===== config.mk =====
export PLATFORM = sky130hd
export DESIGN_NAME = id_ex_stage
export DESIGN_NICKNAME = d
export VERILOG_FILES = /design/src/rtl/id_ex_stage.sv
export SDC_FILE = /design/constraint.sdc
export NUM_CORES = 1
export LEC_CHECK = 0
export CAP_MARGIN = 20
export CORE_ASPECT_RATIO = 1.25
export CORE_MARGIN = 2
export CORE_UTILIZATION = 49
export DETAILED_ROUTE_END_ITERATION = 7
export HOLD_SLACK_MARGIN = 0.15
export PLACE_DENSITY = 0.84
export SLEW_MARGIN = 20
export SYNTH_ARGS = -nofsm -noshare
export SYNTH_HDL_FRONTEND = slang
export SYNTH_SLANG_ARGS = --single-unit

===== constraint.sdc =====
create_clock -name clk -period 4.13 [get_ports clk]
set_input_delay 0.413 -clock clk [delete_from_list [all_inputs] [get_ports clk]]
set_output_delay 0.413 -clock clk [all_outputs]
set_load 0.01 [all_outputs]

===== src/rtl/id_ex_stage.sv =====
// ID/EX pipeline register with load-use hazard detection, branch flush,
// downstream hold and saturating bubble/flush performance counters.
module id_ex_stage #(
   parameter int XLEN  = 32,
   parameter int CNT_W = 16
) (
   input  logic            clk,
   input  logic            rst_n,
   input  logic            id_valid,
   input  logic            id_branch,
   input  logic            id_memread,
   input  logic            id_memtoreg,
   input  logic            id_memwrite,
   input  logic            id_alusrc,
   input  logic            id_regwrite,
   input  logic [1:0]      id_aluop,
   input  logic [XLEN-1:0] id_pc,
   input  logic [XLEN-1:0] id_rs1_data,
   input  logic [XLEN-1:0] id_rs2_data,
   input  logic [XLEN-1:0] id_imm,
   input  logic [4:0]      id_rs1,
   input  logic [4:0]      id_rs2,
   input  logic [4:0]      id_rd,
   input  logic            id_uses_rs1,
   input  logic            id_uses_rs2,
   input  logic [2:0]      id_funct3,
   input  logic            id_funct7_5,
   input  logic            ex_flush,
   input  logic            hold_in,
   output logic            ex_valid,
   output logic            ex_branch,
   output logic            ex_memread,
   output logic            ex_memtoreg,
   output logic            ex_memwrite,
   output logic            ex_alusrc,
   output logic            ex_regwrite,
   output logic [1:0]      ex_aluop,
   output logic [XLEN-1:0] ex_pc,
   output logic [XLEN-1:0] ex_rs1_data,
   output logic [XLEN-1:0] ex_rs2_data,
   output logic [XLEN-1:0] ex_imm,
   output logic [4:0]      ex_rs1,
   output logic [4:0]      ex_rs2,
   output logic [4:0]      ex_rd,
   output logic [2:0]      ex_funct3,
   output logic            ex_funct7_5,
   output logic            stall_id,
   output logic [CNT_W-1:0] bubble_cnt,
   output logic [CNT_W-1:0] flush_cnt
);

   logic hazard;
   logic bubble;

   // Saturating increment: an all-ones counter stays put instead of wrapping.
   function automatic logic [CNT_W-1:0] sat_inc(input logic [CNT_W-1:0] c);
      return (&c) ? c : c + {{(CNT_W-1){1'b0}}, 1'b1};
   endfunction

   // Load-use detection against the load currently in EX, and the resulting stall.
   // stall_id is gated by rst_n so it reads 0 throughout reset even if hold_in is high.
   always_comb begin
      hazard   = ex_valid & ex_memread & (ex_rd != 5'd0) & id_valid &
                 ((id_uses_rs1 & (id_rs1 == ex_rd)) | (id_uses_rs2 & (id_rs2 == ex_rd)));
      bubble   = ex_flush | hazard;
      stall_id = rst_n & (hold_in | (~ex_flush & hazard));
   end

   // ID -> EX boundary: hold freezes everything, flush/hazard inject an all-zero
   // bubble, otherwise the decode instruction advances with its controls qualified.
   always_ff @(posedge clk or negedge rst_n) begin
      if (!rst_n) begin
         ex_valid    <= 1'b0;
         ex_branch   <= 1'b0;
         ex_memread  <= 1'b0;
         ex_memtoreg <= 1'b0;
         ex_memwrite <= 1'b0;
         ex_alusrc   <= 1'b0;
         ex_regwrite <= 1'b0;
         ex_aluop    <= 2'b00;
         ex_pc       <= '0;
         ex_rs1_data <= '0;
         ex_rs2_data <= '0;
         ex_imm      <= '0;
         ex_rs1      <= 5'd0;
         ex_rs2      <= 5'd0;
         ex_rd       <= 5'd0;
         ex_funct3   <= 3'd0;
         ex_funct7_5 <= 1'b0;
      end else if (!hold_in) begin
         if (bubble) begin
            ex_valid    <= 1'b0;
            ex_branch   <= 1'b0;
            ex_memread  <= 1'b0;
            ex_memtoreg <= 1'b0;
            ex_memwrite <= 1'b0;
            ex_alusrc   <= 1'b0;
            ex_regwrite <= 1'b0;
            ex_aluop    <= 2'b00;
            ex_pc       <= '0;
            ex_rs1_data <= '0;
            ex_rs2_data <= '0;
            ex_imm      <= '0;
            ex_rs1      <= 5'd0;
            ex_rs2      <= 5'd0;
            ex_rd       <= 5'd0;
            ex_funct3   <= 3'd0;
            ex_funct7_5 <= 1'b0;
         end else begin
            ex_valid    <= id_valid;
            ex_branch   <= id_valid & id_branch;
            ex_memread  <= id_valid & id_memread;
            ex_memtoreg <= id_valid & id_memtoreg;
            ex_memwrite <= id_valid & id_memwrite;
            ex_alusrc   <= id_valid & id_alusrc;
            // Writes to x0 are dropped here so later stages never see them.
            ex_regwrite <= id_valid & id_regwrite & (id_rd != 5'd0);
            ex_aluop    <= id_aluop & {2{id_valid}};
            ex_pc       <= id_pc;
            ex_rs1_data <= id_rs1_data;
            ex_rs2_data <= id_rs2_data;
            ex_imm      <= id_imm;
            ex_rs1      <= id_rs1;
            ex_rs2      <= id_rs2;
            ex_rd       <= id_rd;
            ex_funct3   <= id_funct3;
            ex_funct7_5 <= id_funct7_5;
         end
      end
   end

   // Performance counters: flushes of real instructions and load-use bubbles.
   always_ff @(posedge clk or negedge rst_n) begin
      if (!rst_n) begin
         bubble_cnt <= '0;
         flush_cnt  <= '0;
      end else if (!hold_in) begin
         if (ex_flush) begin
            if (id_valid) flush_cnt <= sat_inc(flush_cnt);
         end else if (hazard) begin
            bubble_cnt <= sat_inc(bubble_cnt);
         end
      end
   end

endmodule


* After elaboration in Yosys (flattened, before gate mapping)
Index checks and enable logic that the tools add are counted.
** Word-level totals
- Flip-flop bits (word level) :: 188
- Input bits :: 162
- Output and inout port bits :: 189
- Word-level logic and storage cells :: 69
** Operators by class
- Add/sub/neg operators :: 2
- Mux-type cells :: 17
- Equality and inequality tests :: 2
- Bitwise gates (word level) :: 23
- Reduce and logical (&&, ||, !) cells :: 6
** Operators by type and width (number)
- 32-bit 2-to-1 mux :: 4
- 16-bit by 1-bit adder with 16-bit output, second input constant :: 2
- 16-bit AND reduction :: 2
- 1-bit AND :: 15
- 5-bit 2-to-1 mux :: 3
- 5-bit == test :: 2
- 5-bit nonzero test :: 2
- 1-bit 2-to-1 mux :: 8
- 4-bit AND reduction :: 2
- 1-bit NOT :: 4
- 3-bit 2-to-1 mux :: 1
- 1-bit bitwise OR :: 3
- 2-bit AND :: 1
- 2-bit 2-to-1 mux :: 1

* Longest topological paths before layout
Gate-level depths: netlist of the first run.
- Depth in word-level cells :: 7
- Mapped depth :: 7
- Depth with buffers taken out :: 6

* Worst setup path before layout of the first run
No wires, ideal clock.
- Kind :: reg2reg
- Start :: register bubble_cnt[0]
- End :: register bubble_cnt[1]
- Period minus slack after synthesis :: 2.036 ns
- Buffers on the path :: 1
- Cell stages (with the launch flop) :: 7
- Arrival :: 1.912 ns
- Path slack :: 2.094 ns
- Cells stage by stage :: dfrtp_1 -> ha_1 -> and4_1 -> clkbuf_1 -> a311oi_2 -> nand2_1 -> mux2_2
** Between the ends
- Longest elaborated chain between the ends :: 3
** Ends and longest elaborated chain
- from (decl) :: line 48 : output logic [CNT_W-1:0] bubble_cnt,
- from (signal assigned) :: line 141 : bubble_cnt <= sat_inc(bubble_cnt);
- parallel branches: the longest is 3 deep, another holds 16-bit by 1-bit adder with 16-bit output
Parallel ways; which one is timed is not known.
A chain may end at the register's enable or synchronous reset.

* Worst setup path after layout of the first run
- Start :: input port id_valid
- End :: output port stall_id
** Between the ends
- Longest elaborated chain between the ends :: 5
** Ends and longest elaborated chain
- from (decl) :: line 9 : input logic id_valid,
- 1-bit AND (2 in series) :: line 63 : hazard = ex_valid & ex_memread & (ex_rd != 5'd0) & id_valid &
- 1-bit AND :: line 66 : stall_id = rst_n & (hold_in | (~ex_flush & hazard));
- 1-bit bitwise OR :: line 66
- 1-bit AND :: line 66
- to (decl) :: line 47 : output logic stall_id,
Every way passes these cells.

==> impl_metrics.csv, run 1 <==
group,metric,value,unit
power_and_ir_drop,switching_power,0.00133,W
sta,final_min_period_over_clock_period,0.710,
clock_tree,cts_tree,"built",
synth,ys_warn_count,0,
power_and_ir_drop,p_leak,5.96,nW
clock_tree,cts-buffers-inserted,17,
synth,seq_area_frac_synth,0.489,
power_and_ir_drop,vdd_ir_drop_max,0.255,mV
synth,synth_edf_count,0,
clock_tree,clkTransAtPathRegs,0.07,ns
floorplanning,dieArea,20800,µm²
clock_tree,holdBufCountCts,1,
sta,fin_ws,1.20,ns
synth,post-synth-top-area-cell,"dfrtp_1",
synth,synth_fa_ha_area_frac,0.00260,
synth,syn-cell-area,9630,µm²
sta,rsz0062_at_grt,"false",
synth,netlist.area_leader.share,0.489,
power_and_ir_drop,intPower,0.00344,W
grt,grtUsageTotal,0.246,
floorplanning,num_rows,57,
power_and_ir_drop,comb_power_share,0.216,
sta,tns,0,ns
synth,synth-async-reset-ratio,1.00,
power_and_ir_drop,powerDensity,344,nW/µm²
clock_tree,cts_htree_levels,4,
synth,syn_inst,810,
route,routed_via_density,5.04,
grt,grt_pass1_vias,7464,
hold_path,min_path_type,"reg -> reg",
clock_tree,postCtsSetupBuffers,0,
sta,worstMarginPinSlew,0.992,ns
clock_tree,clk-insertion-delay-late,0.43,ns
setup_path,cp_slowest_cell,"clkdlybuf4s50_1",
synth,synthFlopType,"dfrtp_1",
synth,ys_seq_elements,188,
clock_tree,cts_root_buf,"clkbuf_16",
synth,synth_top_family_by_area,"compound AO/OA/AOI/OAI gates",
setup_path,worstPathMaxFanout,7,
placed_design,pre_cts_ws,1.22,ns
route,route.vias.total,7150,
clock_tree,post_cts_resized,0,
sta,max_slew_margin,0.338,
sta,period_minus_slack,2.93,ns
setup_path,path_class,"in -> out",
power_and_ir_drop,switching_share,0.279,
cells_and_area,num-fill-cells,1285,
grt,grt_max_degree,129,
setup_path,endpoint_kind,"output pin",
power_and_ir_drop,p_clk_frac,0.348,
synth,ys_top_cells_by_area,"dfrtp_1 (49%), o31ai_4 (22%), nand2_1 (5.9%), inv_1 (5.4%), xnor2_1 (2.5%)",
setup_path,slowest_delay,0.62,ns
floorplanning,fp.dieH,161,µm
synth,synth_nets,974,
setup_path,path_delay_family,"buffers and inverters",
synth,synth_cell_types,43,
sta,slew_viol_final,0,
setup_path,critPathBufInv,2,
synth,syn_area_per_cell,11.9,µm²
setup_path,cp_cell_sequence,"clkdlybuf4s50_1 > and3_1 > o21ai_4 > nor2_1 > a21oi_1 > nor2b_1 > clkdlybuf4s50_1",
setup_path,crit_path_start_kind,"input port",
floorplanning,fp.coreArea,19300,µm²
setup_path,crit_top_cell,"clkdlybuf4s50_1",
clock_tree,cts_buffer_depth,2,
sta,hold_viol,0,
sta,finClkSkew,0.0131,ns
route,drc,0,
grt,grt-ovfl-total,0,
outcome,status,"finished clean",
cells_and_area,regArea,4700,µm²
clock_tree,cts_sinks,188,
grt,antenna_found_initial,3,
synth,synth_common_cells,"dfrtp_1 (188), nand2_1 (151), inv_1 (139)",
setup_path,required,3.72,ns
synth,synth_compound_area_frac,0.280,
sta,fmax,341,MHz
placed_design,gp_congestion,0.842,
sta,finalSetupViolations,0,
synth,muxShareOfSynthArea,0.00351,
floorplanning,io_pins,351,
synth,synth_xor_area_frac,0.0337,
power_and_ir_drop,pwr-share-seq,0.436,
placed_design,io_buffers,350,
cells_and_area,finish.net_count,1302,
route,postRouteAntennaNets,0,
route,routed_wirelength,24900,µm
route,first_iter_violations,579,
route,wl_per_cell,17.6,µm
cells_and_area,drive_above_1_share,0.135,
flow_run,maxCapViolCount,0,
floorplanning,chipWidth,129,µm
synth,yosys.area_share.simple,0.0981,
grt,grt_first_pass_wirelength,39700,µm
synth,yosysMostFrequentCell,"dfrtp_1",
placed_design,dp_hpwl,18300,µm
cells_and_area,syn_to_final_growth,43.9,%
cells_and_area,stdcell_area,13900,µm²
route,dr.pass1.iters,7,
cells_and_area,multi_input_area,4040,µm²
floorplanning,initial_core_util,0.498,
placed_design,place_area,13200,µm²
setup_path,crit_arrival,2.52,ns
==> kinds of logic after synthesis <==
family | Yosys count
AND/OR/NAND/NOR | 218
buffers and inverters | 192
flip-flops | 188
AO/OA/AOI/OAI | 170
XOR/XNOR | 37
multiplexers | 3
adder cells (fa/ha/maj) | 2
==> layout by cell type, fill, tap and decap left out, types with 2 or more instances in the layout <==
| cell | count |
|---|---|
| bufinv_16 | 2 |
| or2_2 | 2 |
| clkbuf_16 | 17 |
| o31ai_1 | 31 |
| dfrtp_1 | 188 |
| a32o_1 | 2 |
| nor4_1 | 2 |
| buf_4 | 5 |
| nor3_1 | 2 |
| nand4b_1 | 2 |
| xor2_1 | 9 |
| and4_1 | 4 |
| clkinvlp_4 | 4 |
| inv_1 | 139 |
| diode_2 | 2 |
| mux2_2 | 3 |
| a22o_1 | 18 |
| nand3_1 | 16 |
| nand4_1 | 9 |
| clkinv_2 | 2 |
| nor2_1 | 18 |
| nand2_1 | 151 |
| inv_8 | 3 |
| o31ai_4 | 100 |
| ha_1 | 2 |
| a21oi_1 | 3 |
| clkdlybuf4s50_1 | 348 |
| buf_12 | 5 |
| inv_6 | 2 |
| nand3b_1 | 3 |
| and3_1 | 4 |
| o41ai_1 | 6 |
| xnor2_1 | 28 |
==> final timing paths <==
| kind | from | endpoint | slack (ns) | cells past startpoint |
|---|---|---|---|---|
| min reg2reg | ex_rs1_data[0]$_DFFE_PN0N_ | ex_rs1_data[0]$_DFFE_PN0N_ | 0.48 | 2 |
| max | id_valid | stall_id | 1.20 | 7 |
| max reg2reg | ex_rd[3]$_DFFE_PN0N_ | ex_rs1_data[18]$_DFFE_PN0N_ | 1.65 | 6 |
| min | ex_rs1_data[0]$_DFFE_PN0N_ | ex_rs1_data[0]$_DFFE_PN0N_ | 0.48 | 2 |
| max in group asynchronous | rst_n | ex_imm[14]$_DFFE_PN0N_ | 2.24 | 3 |
| min in group asynchronous | rst_n | ex_rs1_data[5]$_DFFE_PN0N_ | 0.53 | 2 |
==> per-stage QoR <==
stage / power (W) / util / cells / hold WS (ns)
after global placement: 0.00312 / 0.686 / 1383 / 0.460
after global routing: 0.00496 / 0.717 / 1416 / 0.506
after floorplan: 0.00259 / - / 810 / 0.117
after detailed placement: 0.00315 / 0.686 / 1383 / 0.460
final: 0.00477 / 0.717 / 1418 / 0.484
after CTS: 0.00481 / 0.717 / 1416 / 0.487
==> tightest hold or removal path, delay by kind of cell, from the launching register on <==
family / cells / cell delay, ns
DFF: 1 / 0.34
AOI/OAI and AO/OA: 1 / 0.05
and+or+nand+nor: 1 / 0.05
==> cell type report <==
type / count / share of cell area
multi-input cells: 430 / 0.291
clock buffers: 18 / 0.0310
inverters: 140 / 0.0379
diodes: 2 / 0.000361
well taps: 265 / 0.0239
flip-flops and latches: 188 / 0.340
clock inverters: 14 / 0.0116
repair buffers: 361 / 0.264
==> flip-flops by register name, summed over array words and instances (netlist names), 2 cells and up <==
register,flops
ex_pc,32
ex_aluop,2
flush_cnt,16
bubble_cnt,16
ex_rs1,5
ex_imm,32
ex_funct3,3
ex_rs1_data,32
ex_rd,5
ex_rs2,5
ex_rs2_data,32
==> power by group through the flow <==
stage	Clock, W	Combinational [W]	Sequential [W]
6_report	0.00166	0.00103	0.00208
5_1_grt	0.00176	0.00110	0.00210
4_1_cts	0.00169	0.00104	0.00208
3_5_place_dp	0	0.00104	0.00211
3_3_place_gp	0	0.00101	0.00211
2_1_floorplan	0	0.000427	0.00217
==> layer usage <==
metal  vias up  share of wire  global-route usage
met1      3408           0.37               0.278
li1       3376              -                   -
met5         -        0.00052                   0
met2       282           0.51               0.412
met4         2          0.051               0.134
met3        82          0.071              0.0736
No activity file was read; power rests on OpenSTA's default activity.
==> inputs of run 2 (changes only) <==
--- a/config.mk
+++ b/config.mk
@@ -8,10 +8,10 @@
 export CAP_MARGIN = 20
 export CORE_ASPECT_RATIO = 1.25
 export CORE_MARGIN = 2
-export CORE_UTILIZATION = 49
+export CORE_UTILIZATION = 45
 export DETAILED_ROUTE_END_ITERATION = 7
 export HOLD_SLACK_MARGIN = 0.15
-export PLACE_DENSITY = 0.84
+export PLACE_DENSITY = 0.78
 export SLEW_MARGIN = 20
 export SYNTH_ARGS = -nofsm -noshare
 export SYNTH_HDL_FRONTEND = slang
==> constraint.sdc (replaced) <==
create_clock -name clk -period 2.9 [get_ports clk]
set_input_delay 0.29 -clock clk [delete_from_list [all_inputs] [get_ports clk]]
set_output_delay 0.29 -clock clk [all_outputs]
set_load 0.01 [all_outputs]
==> run 2 against run 1 <==
  * Core utilization down 4.8 points
  * Via count down 1.2%
  * Sequential cell count unchanged
  * Largest power group unchanged
  * Hold slack worse by 0.15 ns
  * Clock power up 43%
  * Routed wire length down 0.63%
  * Sequential share of layout area down 0.29 points
  * Critical path type is now reg -> out
  * Worst setup slack worse by 1.0 ns
  * Die area up 8.6%
  * Count of clock-buffer cells in the layout up 1
  * First-iteration DRC count down 40%
==> impl_metrics.csv, run 2 (synthesis results as in run 1) <==
group,metric,value,unit
outcome,status,"finished clean",
setup_path,path_class,"reg -> out",
setup_path,cp.depth,6,
route,wl_per_cell,17.3,µm
sta,hold_slack,0.330,ns
cells_and_area,final_core_util,0.669,
setup_path,worstReg2RegStart,"ex_rd[1]$_DFFE_PN0N_",
clock_tree,clk-insertion-delay-late,0.43,ns
floorplanning,io_pins,351,
grt,grt-ovfl-total,0,
setup_path,r2r-end,"ex_rs1_data[26]$_DFFE_PN0N_",
route,routed_wirelength,24800,µm
route,first_iter_violations,347,
floorplanning,initial_core_util,0.461,
clock_tree,cts-buffers-inserted,17,
hold_path,hold_path.startpoint,"hold_in",
cells_and_area,num-fill-cells,1562,
route,routed_via_density,4.92,
cells_and_area,drive_above_1_share,0.144,
sta,finalSetupViolations,0,
grt,grt_first_pass_wirelength,39300,µm
cells_and_area,layout_commonest_cell,"clkdlybuf4s50_1",
placed_design,io_buffers,350,
setup_path,endpoint_kind,"output pin",
sta,final_min_period_over_clock_period,0.947,
sta,worstMarginPinSlew,1.05,ns
route,postRouteAntennaNets,0,
route,drc,0,
setup_path,cp_cell_sequence,"or4_4 > o21ai_4 > nor2_1 > a21oi_1 > nor2b_1 > clkdlybuf4s50_1",
grt,grtUsageTotal,0.224,
placed_design,dp_hpwl,18100,µm
sta,finClkSkew,0.0123,ns
setup_path,crit_arrival,2.46,ns
floorplanning,fp.coreArea,20900,µm²
cells_and_area,stdcell_area,14000,µm²
setup_path,critPathBufInv,1,
power_and_ir_drop,powerDensity,487,nW/µm²
sta,max_slew_margin,0.298,
setup_path,slowest_delay,0.57,ns
sta,tns,0,ns
setup_path,crit_path_start_kind,"flop",
floorplanning,fp.dieH,168,µm
sta,fmax,364,MHz
cells_and_area,syn_to_final_growth,45.1,%
power_and_ir_drop,vdd_ir_drop_max,0.415,mV
grt,grt_max_degree,135,
grt,grt_pass1_vias,7284,
setup_path,rr_worst_depth,7,
clock_tree,cts_sinks,188,
setup_path,required,2.61,ns
sta,rsz0062_at_grt,"false",
floorplanning,num_rows,59,
route,route.vias.total,7063,
floorplanning,dieArea,22600,µm²
placed_design,place_area,13300,µm²
floorplanning,chipWidth,135,µm
sta,slew_viol_final,0,
clock_tree,cts_tree,"built",
route,dr.pass1.iters,5,
setup_path,reg2reg_setup_slack,0.61,ns
clock_tree,cts_root_buf,"clkbuf_16",
placed_design,gp_congestion,0.798,
clock_tree,clkTransAtPathRegs,0.07,ns
setup_path,worstPathMaxFanout,6,
clock_tree,cts_buffer_depth,2,
cells_and_area,final_cell_mix,"clkdlybuf4s50_1 (348), dfrtp_1 (187), nand2_1 (151)",
grt,antenna_found_initial,2,
sta,hold_viol,0,
setup_path,cp_slowest_cell,"or4_4",
flow_run,maxCapViolCount,0,
setup_path,crit_end,"stall_id",
power_and_ir_drop,p_leak,6.04,nW
sta,period_minus_slack,2.75,ns
setup_path,path_delay_family,"simple AND/OR/NAND/NOR gates",
clock_tree,cts_htree_levels,4,
hold_path,min_path_type,"in -> reg",
cells_and_area,finish.net_count,1312,
setup_path,startpoint,"ex_rd[1]$_DFFE_PN0N_",
## run 2: per-stage QoR
stage               cells  power [W]  setup slack, ns
finish               1436    0.00681            0.154
global route         1435    0.00711         0.000181
CTS                  1435    0.00689            0.100
detailed placement   1402    0.00450            0.393
global placement     1402    0.00447            0.439
floorplan             810    0.00369            0.864
## run 2: cell type report
type	instances	area (µm²)	area share
inverter	140	526	0.0376
antenna	1	2.50	0.000179
tap	274	343	0.0245
clock buffer	19	453	0.0324
timing repair buffer	371	3750	0.268
sequential	188	4710	0.337
multi-input combinational	430	4050	0.289
clock inverter	13	149	0.0107
## run 2: worst min path at each step
| stage | endpoint | slack, ns | cells after the start |
|---|---|---|---|
| after global placement | ex_rs1_data[6]$_DFFE_PN0N_ | 0.45 | 2 |
| after detailed placement | ex_rs1_data[6]$_DFFE_PN0N_ | 0.45 | 2 |
| after floorplan | bubble_cnt[0]$_DFFE_PN0P_ | -0.006 | 0 |
| after global routing | ex_memwrite$_DFFE_PN0N_ | 0.34 | 3 |
| after CTS | ex_memwrite$_DFFE_PN0N_ | 0.32 | 3 |
| final | ex_memwrite$_DFFE_PN0N_ | 0.33 | 3 |
## run 2: repair_timing
action,in CTS,in global routing
hold buffers,1,0
endpoints found under the hold margin,109,0
gates resized for setup,0,1
endpoints found under the setup margin,0,1
setup buffers,0,0
## run 2: worst min-delay path, cell delays in order
cell     delay [ns]
buf_8          0.24
nand2_1        0.12
o41ai_1        0.06
## run 2: power breakdown
| part | internal, W | leakage (nW) | switching [W] | total [W] |
|---|---|---|---|---|
| clock network | 0.00127 | 0.297 | 0.00110 | 0.00237 |
| logic | 0.000799 | 3.27 | 0.000681 | 0.00148 |
| registers | 0.00282 | 2.47 | 0.000144 | 0.00296 |
| total | 0.00488 | 6.04 | 0.00193 | 0.00681 |
## run 2: layer usage
layer,up-vias,routed length [µm],track usage,share of wire
li1,3396,-,-,-
met1,3374,9270,0.253,0.37
met2,243,13100,0.396,0.53
met3,48,1670,0.0654,0.067
met4,2,754,0.0879,0.030
met5,-,16,0,0.00065
==> inputs of run 3 (changes only) <==
--- a/config.mk
+++ b/config.mk
@@ -5,6 +5,7 @@
 export SDC_FILE = /design/constraint.sdc
 export NUM_CORES = 1
 export LEC_CHECK = 0
+export ABC_CLOCK_PERIOD_IN_PS = 2900
 export CAP_MARGIN = 20
 export CORE_ASPECT_RATIO = 1.25
 export CORE_MARGIN = 2
@@ -16,3 +17,4 @@
 export SYNTH_ARGS = -nofsm -noshare
 export SYNTH_HDL_FRONTEND = slang
 export SYNTH_SLANG_ARGS = --single-unit
+export TNS_END_PERCENT = 100
==> results of run 3 <==
Final layout, timing and power as in run 2 (identical DEF).
